==> src/rtl/note_scheduler.sv <==
// note_scheduler: spawns, moves and judges falling notes across the drum lanes
module note_scheduler #(
  parameter int LANES      = 5,
  parameter int BAND_Y     = 384,
  parameter int WINDOW     = 16,
  parameter int STEP       = 8,
  parameter int BEAT_TICKS = 4,
  parameter int SONG_LEN   = 256,
  parameter int ADDR_W     = 8,
  parameter int MAX_MISS   = 3
) (
  input  logic                  clk,
  input  logic                  reset,
  input  logic                  run,
  input  logic                  tick,
  input  logic [LANES-1:0]      buttons,
  output logic [ADDR_W-1:0]     pat_addr,
  input  logic [LANES-1:0]      pat_data,
  output logic [LANES-1:0]      note_active,
  output logic [10*LANES-1:0]   note_y,
  output logic [2:0]            hit_count,
  output logic                  miss_pulse,
  output logic [2:0]            miss_count,
  output logic                  lost,
  output logic                  song_done
);
  localparam int BW = BEAT_TICKS > 1 ? $clog2(BEAT_TICKS) : 1;
  localparam logic [9:0] ZLO = 10'(BAND_Y - WINDOW);
  localparam logic [10:0] ZHI = 11'(BAND_Y + WINDOW);
  typedef enum logic [1:0] {IDLE, PLAY, LOST, DONE} state_t;
  state_t state, state_n;
  logic [BW-1:0] beat_cnt, beat_cnt_n;
  logic [ADDR_W-1:0] pat_addr_n;
  logic fetched_all, fetched_all_n, live, beat;
  logic [LANES-1:0] prev, press, hit, miss, active_n;
  logic [9:0] y [LANES];
  logic [9:0] y_n [LANES];
  logic [3:0] hc, mc, miss_sum;
  logic [2:0] miss_total_n;
  genvar g;
  generate
    for (g = 0; g < LANES; g++) begin : g_y
      assign note_y[10*g +: 10] = y[g];
    end
  endgenerate
  assign lost = state == LOST;
  assign song_done = state == DONE;
  // per-lane judge, then move/miss, then spawn; plus beat, fetch and state decisions
  always_comb begin
    live = state == PLAY && run;
    press = buttons & ~prev & {LANES{live}};
    beat = live && tick && beat_cnt == '0 && !fetched_all;
    hc = '0;
    mc = '0;
    for (int i = 0; i < LANES; i++) begin
      hit[i] = press[i] && note_active[i] && y[i] >= ZLO && {1'b0, y[i]} <= ZHI;
      active_n[i] = note_active[i] && !hit[i];
      miss[i] = live && tick && active_n[i] && ({1'b0, y[i]} + 11'(STEP) > ZHI);
      y_n[i] = (live && tick && active_n[i] && !miss[i]) ? y[i] + 10'(STEP) : y[i];
      active_n[i] = active_n[i] && !miss[i];
      y_n[i] = (beat && pat_data[i] && !active_n[i]) ? 10'd0 : y_n[i];
      active_n[i] = active_n[i] || (beat && pat_data[i]);
      hc = hc + 4'(hit[i]);
      mc = mc + 4'(miss[i]);
    end
    miss_sum = {1'b0, miss_count} + mc;
    miss_total_n = miss_sum > 4'd7 ? 3'd7 : miss_sum[2:0];
    beat_cnt_n = (live && tick) ? (beat_cnt == BW'(BEAT_TICKS - 1) ? '0 : beat_cnt + 1'b1) : beat_cnt;
    fetched_all_n = fetched_all || (beat && pat_addr == ADDR_W'(SONG_LEN - 1));
    pat_addr_n = (beat && pat_addr != ADDR_W'(SONG_LEN - 1)) ? pat_addr + 1'b1 : pat_addr;
    state_n = (state == IDLE && run) ? PLAY :
              (live && miss_total_n >= 3'(MAX_MISS)) ? LOST :
              (live && fetched_all_n && active_n == '0) ? DONE : state;
  end
  // state and lane registers; loss wipes every lane on the same edge
  always_ff @(posedge clk or posedge reset) begin
    if (reset) begin
      state <= IDLE;
      prev <= '0;
      pat_addr <= '0;
      beat_cnt <= '0;
      fetched_all <= 1'b0;
      note_active <= '0;
      hit_count <= '0;
      miss_pulse <= 1'b0;
      miss_count <= '0;
      for (int i = 0; i < LANES; i++) y[i] <= '0;
    end else begin
      state <= state_n;
      prev <= buttons;
      pat_addr <= pat_addr_n;
      beat_cnt <= beat_cnt_n;
      fetched_all <= fetched_all_n;
      note_active <= state_n == LOST ? '0 : active_n;
      hit_count <= hc[2:0];
      miss_pulse <= |miss;
      miss_count <= miss_total_n;
      for (int i = 0; i < LANES; i++) y[i] <= y_n[i];
    end
  end
endmodule

==> config.mk <==
export PLATFORM = sky130hd
export DESIGN_NAME = note_scheduler
export DESIGN_NICKNAME = d
export VERILOG_FILES = /design/src/rtl/note_scheduler.sv
export SDC_FILE = /design/constraint.sdc
export NUM_CORES = 1
export LEC_CHECK = 0
export ABC_CLOCK_PERIOD_IN_PS = 5950
export CORE_MARGIN = 3
export CORE_UTILIZATION = 52
export DETAILED_ROUTE_END_ITERATION = 10
export PLACE_DENSITY = 0.83
export SYNTH_ARGS = -nofsm -noshare
export SYNTH_HDL_FRONTEND = slang
export SYNTH_SLANG_ARGS = --single-unit
==> constraint.sdc <==
create_clock -name clk -period 5.95 [get_ports clk]
set_clock_uncertainty 0.15 [all_clocks]
set_input_delay 0.8925 -clock clk [delete_from_list [all_inputs] [get_ports clk]]
set_output_delay 0.8925 -clock clk [all_outputs]
set_load 0.1 [all_outputs]
==> reports/results.txt, run 1 <==
The clock buffer count from CTS was 9; the total placed cells including tap cells was 626. The H-tree depth reported by CTS is 3. Sorting the synthesized cells by area gives the leading types as sky130_fd_sc_hd__dfrtp_1, sky130_fd_sc_hd__ha_1, sky130_fd_sc_hd__nand2_1, sky130_fd_sc_hd__nor2_1, sky130_fd_sc_hd__xnor2_1. The later pin in the worst-skew pair is clocked with a latency of 0.34 ns. The synthesized netlist devotes 24.7% of its cell area to simple gates. The number of gates resized after CTS was 0. The buffer and inverter count on the worst path works out to 3. The most numerous cell type found on the critical path is sky130_fd_sc_hd__fa_1.

The count of flip-flops with a built-in enable after synthesis came out at 0. After floorplanning, the core was sized to cover 7810 um2. Traced cell by cell, the critical path runs through clkdlybuf4s50_1 > and3b_1 > a21boi_0 > a31oi_1 > nor3_1 > fa_1 > inv_1 > fa_1 > inv_1 > ha_1 > fa_1 > or2_2 > a21oi_1 > nand2_1 > nand2_1 > o21ai_0 > a21oi_1. The die covers 9250 um2. Across the run, the number of max-cap violations was 0. The synthesized-area fraction occupied by ao, oa, aoi and oai cells is 15.6%, and the net switching power is 0.223 mW. In the synthesized netlist, the number of instances is 469.

For flop-to-flop paths, the worst setup slack is 1.05 ns. The worst setup path is launched from an input port. The die is 96.2 um wide. Yosys printed 0 warnings. The internal power of the cells totals 0.682 mW. In the routed layout, each cell is associated on average with a via count of 5.78. The run finished with clean final reports. The setup TNS was 0 ns. TritonCTS built the clock tree. For this block, the via count after detailed routing is 3708. Combinational logic is responsible for 7.7% of the overall power. In this run the worst path has a maximum fanout of 11. After floorplanning, the core was divided into 32 placement rows. After detailed routing, the average wire length per cell comes to 15.6 um.

In the routed design, unresolved DRC markers number 0. The main flop type after synthesis is sky130_fd_sc_hd__dfrtp_1. After the flow finishes, the layout carries non-filler instances totaling 642.

The post-route netlist has 5.93% of its cells at a drive strength greater than 1. Combinational family with the most area after synthesis: simple AND/OR/NAND/NOR gates. The required time at the endpoint of the critical path is 6.06 ns, and the final antenna diode count is 0. Entering global routing, the biggest net connects 66 pins.

Number of buffers inserted by post-CTS setup repair: 0. The violation count after the first detailed-route iteration was 302; the sequential share of power was 49.2%. The worst min-delay path category is reg2reg.

For the total wirelength of the detailed-routed design, the log shows 10000 um. The cell area after placement came out at 4930 um2. Compared with the post-synthesis result, the final layout area differs by 21.4%. The final critical-path share of the clock period works out to 86.2%. Counting I/O delays and the setup requirement, the final critical path takes 5.13 ns. The worst stage delay on the critical path works out to 0.53 ns. VDD sags by at most 139 uV. The run gives 0 as the number of pins with negative max-slew slack in the final report. The clock passes through at most 2 buffers. The wire-length estimate of the detail-placed layout is 7370 um. After synthesis, flip-flops and latches occupy 38.5% of the total area.

The clock network burns 43.1% of the power. Setup violations remaining at the end of the flow were counted as 0. Hold repair after CTS inserted 0 buffers. Net switching is 24.6% of the power.

Global routing used 23.4% of the available tracks across all layers. After synthesis, the netlist uses 62 different library cells. Master of the slowest instance on the critical path: sky130_fd_sc_hd__fa_1.

Setup repair after global routing left no endpoint under its margin. The number of nets in the final layout is 572, and the leakage power is 2.25 nW. Static timing analysis puts the maximum clock frequency at 0.195 GHz. The post-route antenna net violation count is 0, and the total of buffers placed on input and output ports is 70. The power per standard cell area came out at 176 nW/um2. For the number of global-route vias before repair, the log shows 3561. Clock transition at the registers of the reported paths: 0.07 ns.

The final weighted congestion in routability-driven placement came out at 0.875. The slew of the pin with the lowest slew margin works out to 0.989 ns. The tools report the worst relative slew slack as 33.8%. Clock tree synthesis selected as its root buffer the cell sky130_fd_sc_hd__clkbuf_8. The first global-routing pass estimated 16700 um of wire. The number of failing hold endpoints at the final stage came out at 0. For the synthesized area, the log shows 4230 um2. The critical path class is in2reg.

After synthesis, the mean cell area works out to 9.02 um2. The initial antenna violation count was 0. The die height came out at 96.2 um. Summing all non-filler instances in the final layout gives an area of 5140 um2. Boundary pin count: 86. Of all flip-flops after synthesis, the portion carrying an async set or reset was 100%.

In this run, synthesis produced a sequential element count of 65. The area fraction of the dominant cell type after synthesis is 38.5%. For the clock sink count, the log shows 65. Total congestion overflow after global routing: 0.

The multiplexer share of the synthesized area was 2.01%. The adder and majority cell fraction of the synthesized area was 7.69%; the detailed-router iteration count before antenna repair was 4. The worst setup path is captured at a register.

Critical path arrival: 5.24 ns. Largest delay contributor family on the critical path: adder cells. Core occupancy in the finished layout: 65.8%. After Yosys synthesis, XOR and XNOR cells account for 4.76% of the synthesized area. The starting utilization of the core area was 54.2%. The biggest area contributor in the post-synthesis netlist is sky130_fd_sc_hd__dfrtp_1.
routing by layer:
| metal | routed length [um] | vias to the layer above | share of wire (%) | global-route usage (%) |
|---|---|---|---|---|
| met2 | 4880 | 128 | 49 | 38.2 |
| met5 | 0 | - | 0 | 0 |
| met4 | 280 | 0 | 2.8 | 10.1 |
| met3 | 484 | 25 | 4.8 | 5.08 |
| li1 | - | 1787 | - | - |
| met1 | 4390 | 1768 | 44 | 29.7 |
power by group through the flow:
stage | clock network [mW] | registers, mW | logic, mW
2_1_floorplan | 0 | 0.453 | 0.0624
3_3_place_gp | 0 | 0.453 | 0.0695
3_5_place_dp | 0 | 0.453 | 0.0700
4_1_cts | 0.400 | 0.445 | 0.0700
5_1_grt | 0.420 | 0.445 | 0.0727
6_report | 0.390 | 0.445 | 0.0695
synthesized netlist by cell type, types with 3 or more instances:
| cell type | count |
|---|---|
| sky130_fd_sc_hd__and3_1 | 5 |
| sky130_fd_sc_hd__o211ai_1 | 7 |
| sky130_fd_sc_hd__or3_1 | 8 |
| sky130_fd_sc_hd__dfrtp_1 | 65 |
| sky130_fd_sc_hd__buf_2 | 7 |
| sky130_fd_sc_hd__o22ai_1 | 5 |
| sky130_fd_sc_hd__nor3b_1 | 3 |
| sky130_fd_sc_hd__o31ai_1 | 8 |
| sky130_fd_sc_hd__nor3_1 | 8 |
| sky130_fd_sc_hd__clkbuf_1 | 7 |
| sky130_fd_sc_hd__a21oi_1 | 21 |
| sky130_fd_sc_hd__a31oi_1 | 5 |
| sky130_fd_sc_hd__nand4_1 | 12 |
| sky130_fd_sc_hd__a221oi_1 | 3 |
| sky130_fd_sc_hd__fa_1 | 5 |
| sky130_fd_sc_hd__mux2i_1 | 4 |
| sky130_fd_sc_hd__buf_4 | 15 |
| sky130_fd_sc_hd__nor4_1 | 3 |
| sky130_fd_sc_hd__and2_1 | 10 |
| sky130_fd_sc_hd__nor2_1 | 44 |
| sky130_fd_sc_hd__o21ai_0 | 20 |
| sky130_fd_sc_hd__nor2b_1 | 8 |
| sky130_fd_sc_hd__nand3_1 | 22 |
| sky130_fd_sc_hd__and4b_1 | 5 |
| sky130_fd_sc_hd__nand3b_1 | 3 |
| sky130_fd_sc_hd__ha_1 | 18 |
| sky130_fd_sc_hd__inv_1 | 23 |
| sky130_fd_sc_hd__mux2_2 | 4 |
| sky130_fd_sc_hd__xnor2_1 | 15 |
| sky130_fd_sc_hd__xor2_1 | 8 |
| sky130_fd_sc_hd__a22o_1 | 3 |
| sky130_fd_sc_hd__nor4bb_1 | 3 |
| sky130_fd_sc_hd__nand2_1 | 48 |
| sky130_fd_sc_hd__or2_2 | 4 |
cells in the final DEF (no fill, tap or decap), drive strengths merged, types with 4 or more instances in the layout:
| master | count |
|---|---|
| o31ai | 8 |
| nor2b | 8 |
| and2 | 10 |
| o211ai | 7 |
| a221oi | 4 |
| conb | 15 |
| dfrtp | 65 |
| o21ai | 20 |
| nand2 | 48 |
| nor3b | 4 |
| and3 | 5 |
| clkdlybuf4s50 | 70 |
| mux2i | 4 |
| ha | 18 |
| fa | 5 |
| nand4 | 12 |
| nor3 | 9 |
| xor2 | 8 |
| nand3 | 22 |
| xnor2 | 15 |
| or3 | 8 |
| nor2 | 44 |
| and4b | 5 |
| inv | 23 |
| a21oi | 22 |
| mux2 | 4 |
| or2 | 4 |
| o22ai | 5 |
| a31oi | 5 |
| clkbuf | 14 |
cell type report:
cell class	instances	area, um2
fill	640	2670
multi-input combinational	364	2370
inverter	23	86.3
clock buffer	14	173
clock inverter	2	35.0
tap	102	128
timing repair buffer	72	716
sequential	65	1630
state kept, by name (all words and copies together) (netlist names):
signal and count:
beat_cnt 2, note_y 35, miss_count 3, hit_count 3, state 2, note_active 5
pat_addr 8, prev 5, miss_pulse 1, fetched_all 1
worst paths after layout:
path,startpoint,to,cells past startpoint
max reg2reg,note_y[23],note_active[2],18
max in group asynchronous,reset,note_y[6],3
max,run,note_active[2],17
min reg2reg,pat_addr[7],pat_addr[7],1
min in group asynchronous,reset,note_y[16],3
min,pat_addr[7],pat_addr[7],1
cells by family after synthesis:
logic type                 Yosys count
xor gates and xnor gates            23
adders and majority gates           23
DFF                                 65
buffers and inverters               54
and+or+nand+nor                    198
other                                1
muxes                                8
AOI/OAI and AO/OA                   97
per-stage QoR:
step	total power [mW]	hold WS (ns)	worst slack, ns
after global routing	0.937	0.378	0.429
final	0.905	0.346	0.819
after detailed placement	0.523	0.334	0.511
after floorplan	0.515	0.329	0.876
after CTS	0.915	0.351	0.869
after global placement	0.523	0.336	0.715
(Power assumes the default switching activity.)
==> run 2, diff against run 1 <==
CORE_UTILIZATION = 35   (was 52)
PLACE_DENSITY = 0.6   (was 0.83)
==> run 2 against run 1 <==
Net effect:
- sequential share of layout area down 0.84 points
- largest power group is now the clock network
- clock-buffer cell count decreased by 4
- wire length grew 5.1%
==> reports/results.txt, run 2 (synthesis gave the netlist of run 1 again) <==
The top fanout value on the critical path is 11 (unchanged), and the boundary pin count is 86 (unchanged). The logs give 0 (unchanged) for the total congestion overflow after global routing and 2.29 nW (+1.8%) for the leakage power. The violation count after the first detailed-route iteration was 185 (-39%); the number of maximum-capacitance violations was 0 (unchanged).

The number of pins with negative max-slew slack in the final report is 0 (unchanged), and the largest net degree at the start of global routing is 66 (unchanged). For the worst setup slack after layout, the log shows 0.819 ns (-0.000149 ns). The worst hold path cell count is 1 (unchanged), and the total wirelength of the detailed-routed design is 10500 um (+5.1%).

The die height is 116 um (+21%), and the final antenna diode count is 0 (unchanged). The required time at the endpoint of the critical path was 6.04 ns (-0.02 ns); the total core area was 11600 um2 (+49%). The startpoint identified for the worst register-to-register timing path is note_y[24].

The total half-perimeter wirelength after legalization and detailed placement is 7600 um (+3.1%). The clock transition at the registers of the reported paths is 0.06 ns (about the same), and the global routing usage summed across all routing layers is 16.0% (-7.4 points). The H-tree depth reported by CTS is 3 (unchanged). The tools report the category of the worst setup path launch point as an input port.

The horizontal die dimension is 116 um (+21%). The worst register-to-register path ends at note_active[3]. The clock network latency to the later pin of the worst-skew pair is 0.33 ns (about the same), and the length in cells of the worst reg-to-reg path is 18 (unchanged). The number of nets in the final layout came out at 572 (unchanged). The clock sink count was 65 (unchanged); the power per standard cell area was 198 nW/um2 (+12%). For the final weighted congestion in routability-driven placement, the log shows 0.882 (+0.81%). STA classifies the critical path endpoint as a register. The starting utilization of the core area is 36.4% (-18 points). The critical path in this run is classified as in2reg. The via count of the routed design was 3590 (-3.2%).

The total of cells resized after clock tree synthesis is 0 (unchanged). The tools report the DRC violation count after routing as 0 (unchanged). The run gives 2 (unchanged) as the clock tree buffer depth. The end of the worst hold path was pat_addr[4]. The most common library cell in the layout ignoring fill and taps is sky130_fd_sc_hd__clkdlybuf4s50_1.

The total of buffers placed on input and output ports is 70 (unchanged), and the number of buffers inserted by post-CTS setup repair is 0 (unchanged). The clock buffer count from CTS was 9 (unchanged); the average wire per standard cell was 15.4 um (-1.2%). The total die area is 13400 um2 (+45%). Setup repair after global routing left no endpoint under its margin. The number of buffers inserted by hold repair at cts came out at 0 (unchanged). Launch instance of the worst min-delay path: pat_addr[4]. The slack of the worst reg-to-reg path was 1.03 ns (-0.02 ns). The number of failing hold endpoints at the final stage is 0 (unchanged). The post-route antenna net violation count is 0 (unchanged), and the setup TNS is 0 ns (unchanged). Total setup violations reported at the end of the flow: 0 (unchanged). The flip-flop count of the largest register, all copies and words added is 35 (unchanged).

The initial antenna violation count is 0 (unchanged), and the number of rows created at floorplan is 39 (+22%). Time the worst path needs with I/O delays and setup: 5.13 ns (+0.000149 ns). The buffer type at the clock tree root is sky130_fd_sc_hd__clkbuf_16. The detailed-router iteration count before antenna repair is 4 (unchanged), and the wire length of the first global-routing pass is 17100 um (+2.3%).

From synthesis to final layout, the design area changed by 24.8%. The logs give 0.195 GHz (about the same) for the achievable clock frequency and 5.22 ns (-0.02 ns) for the critical path arrival. The final critical-path share of the clock period works out to 86.2% (about the same). The slew of the pin with the lowest slew margin was 1.00 ns (+0.0103 ns); the worst relative slew slack was 33.1% (-0.69 points).

TritonCTS built the clock tree. The run finished with clean final reports. The peak supply drop is 95.6 uV (-31%). The layout cell share with drive strength beyond 1 came out at 6.30% (+0.37 points). The pre-CTS setup slack came out at 0.508 ns (-0.00295 ns).

The top cell types in the final layout, fill and taps aside, are sky130_fd_sc_hd__clkdlybuf4s50_1, sky130_fd_sc_hd__dfrtp_1, sky130_fd_sc_hd__nand2_1. The number of vias per cell is 5.26 (-9.0%), and the number of global-route vias before repair is 3403 (-4.4%). In this run the worst hold path is classified as reg2reg.
==> run 2: cell types whose count changed in the layout (fill, tap and decap cells not counted) <==
| cell | delta |
|---|---|
| sky130_fd_sc_hd__clkbuf_8 | -11 |
| sky130_fd_sc_hd__clkinvlp_4 | +1 |
| sky130_fd_sc_hd__clkbuf_16 | +9 |
| sky130_fd_sc_hd__clkinv_2 | +3 |
| sky130_fd_sc_hd__clkbuf_1 | -2 |
==> run 2: cell type report <==
type                       count  area (um2)
clock buffer                  10         239
inverter                      23        86.3
timing repair buffer          72         716
tap                          143         179
fill                        1133        6340
sequential                    65        1630
clock inverter                 6        57.6
multi-input combinational    364        2370
==> run 2: worst max-delay path by stage <==
stage	start	to	slack [ns]
CTS	run	note_active[1]	0.80
global placement	run	note_active[3]	0.66
floorplan	note_y[24]	note_active[1]	0.88
detailed placement	run	note_active[1]	0.51
global route	run	note_active[3]	0.44
finish	run	note_active[3]	0.82
==> run 2: worst max-delay path, cell delays in order <==
cell and delay (ns):
sky130_fd_sc_hd__clkdlybuf4s50_1 0.47, sky130_fd_sc_hd__and3b_1 0.41, sky130_fd_sc_hd__a21boi_0 0.14, sky130_fd_sc_hd__a31oi_1 0.36
sky130_fd_sc_hd__nor3_1 0.15, sky130_fd_sc_hd__fa_1 0.53, sky130_fd_sc_hd__inv_1 0.05, sky130_fd_sc_hd__fa_1 0.47
sky130_fd_sc_hd__inv_1 0.04, sky130_fd_sc_hd__ha_1 0.21, sky130_fd_sc_hd__fa_1 0.41, sky130_fd_sc_hd__or2_2 0.30
sky130_fd_sc_hd__a21oi_1 0.19, sky130_fd_sc_hd__nand2_1 0.07, sky130_fd_sc_hd__nand2_1 0.10, sky130_fd_sc_hd__o21ai_0 0.24
sky130_fd_sc_hd__a21oi_1 0.19
==> run 2: where the power goes <==
part,internal [mW],switching (mW)
Clock,0.332,0.195
Combinational,0.0105,0.0594
Sequential,0.444,0.00101
Total,0.787,0.255
==> run 2: per-stage QoR <==
| step | instances | total power [mW] | util [%] | hold slack, ns | cell area [um2] |
|---|---|---|---|---|---|
| after floorplan | 483 | 0.515 | - | 0.329 | 4280 |
| after global placement | 667 | 0.523 | 42.9 | 0.340 | 4980 |
| after detailed placement | 667 | 0.524 | 42.9 | 0.346 | 4980 |
| after CTS | 683 | 1.06 | 45.4 | 0.360 | 5280 |
| after global routing | 683 | 1.08 | 45.4 | 0.389 | 5280 |
| final | 683 | 1.04 | 45.4 | 0.354 | 5280 |
==> run 2: per-layer routing <==
layer	track usage, %	part of all wire, %	wire [um]	vias up
li1	-	-	-	1785
met1	21.2	45	4800	1702
met2	26.2	48	5070	88
met3	2.72	4.2	445	15
met4	5.80	2.2	231	0
met5	0	0	0	-
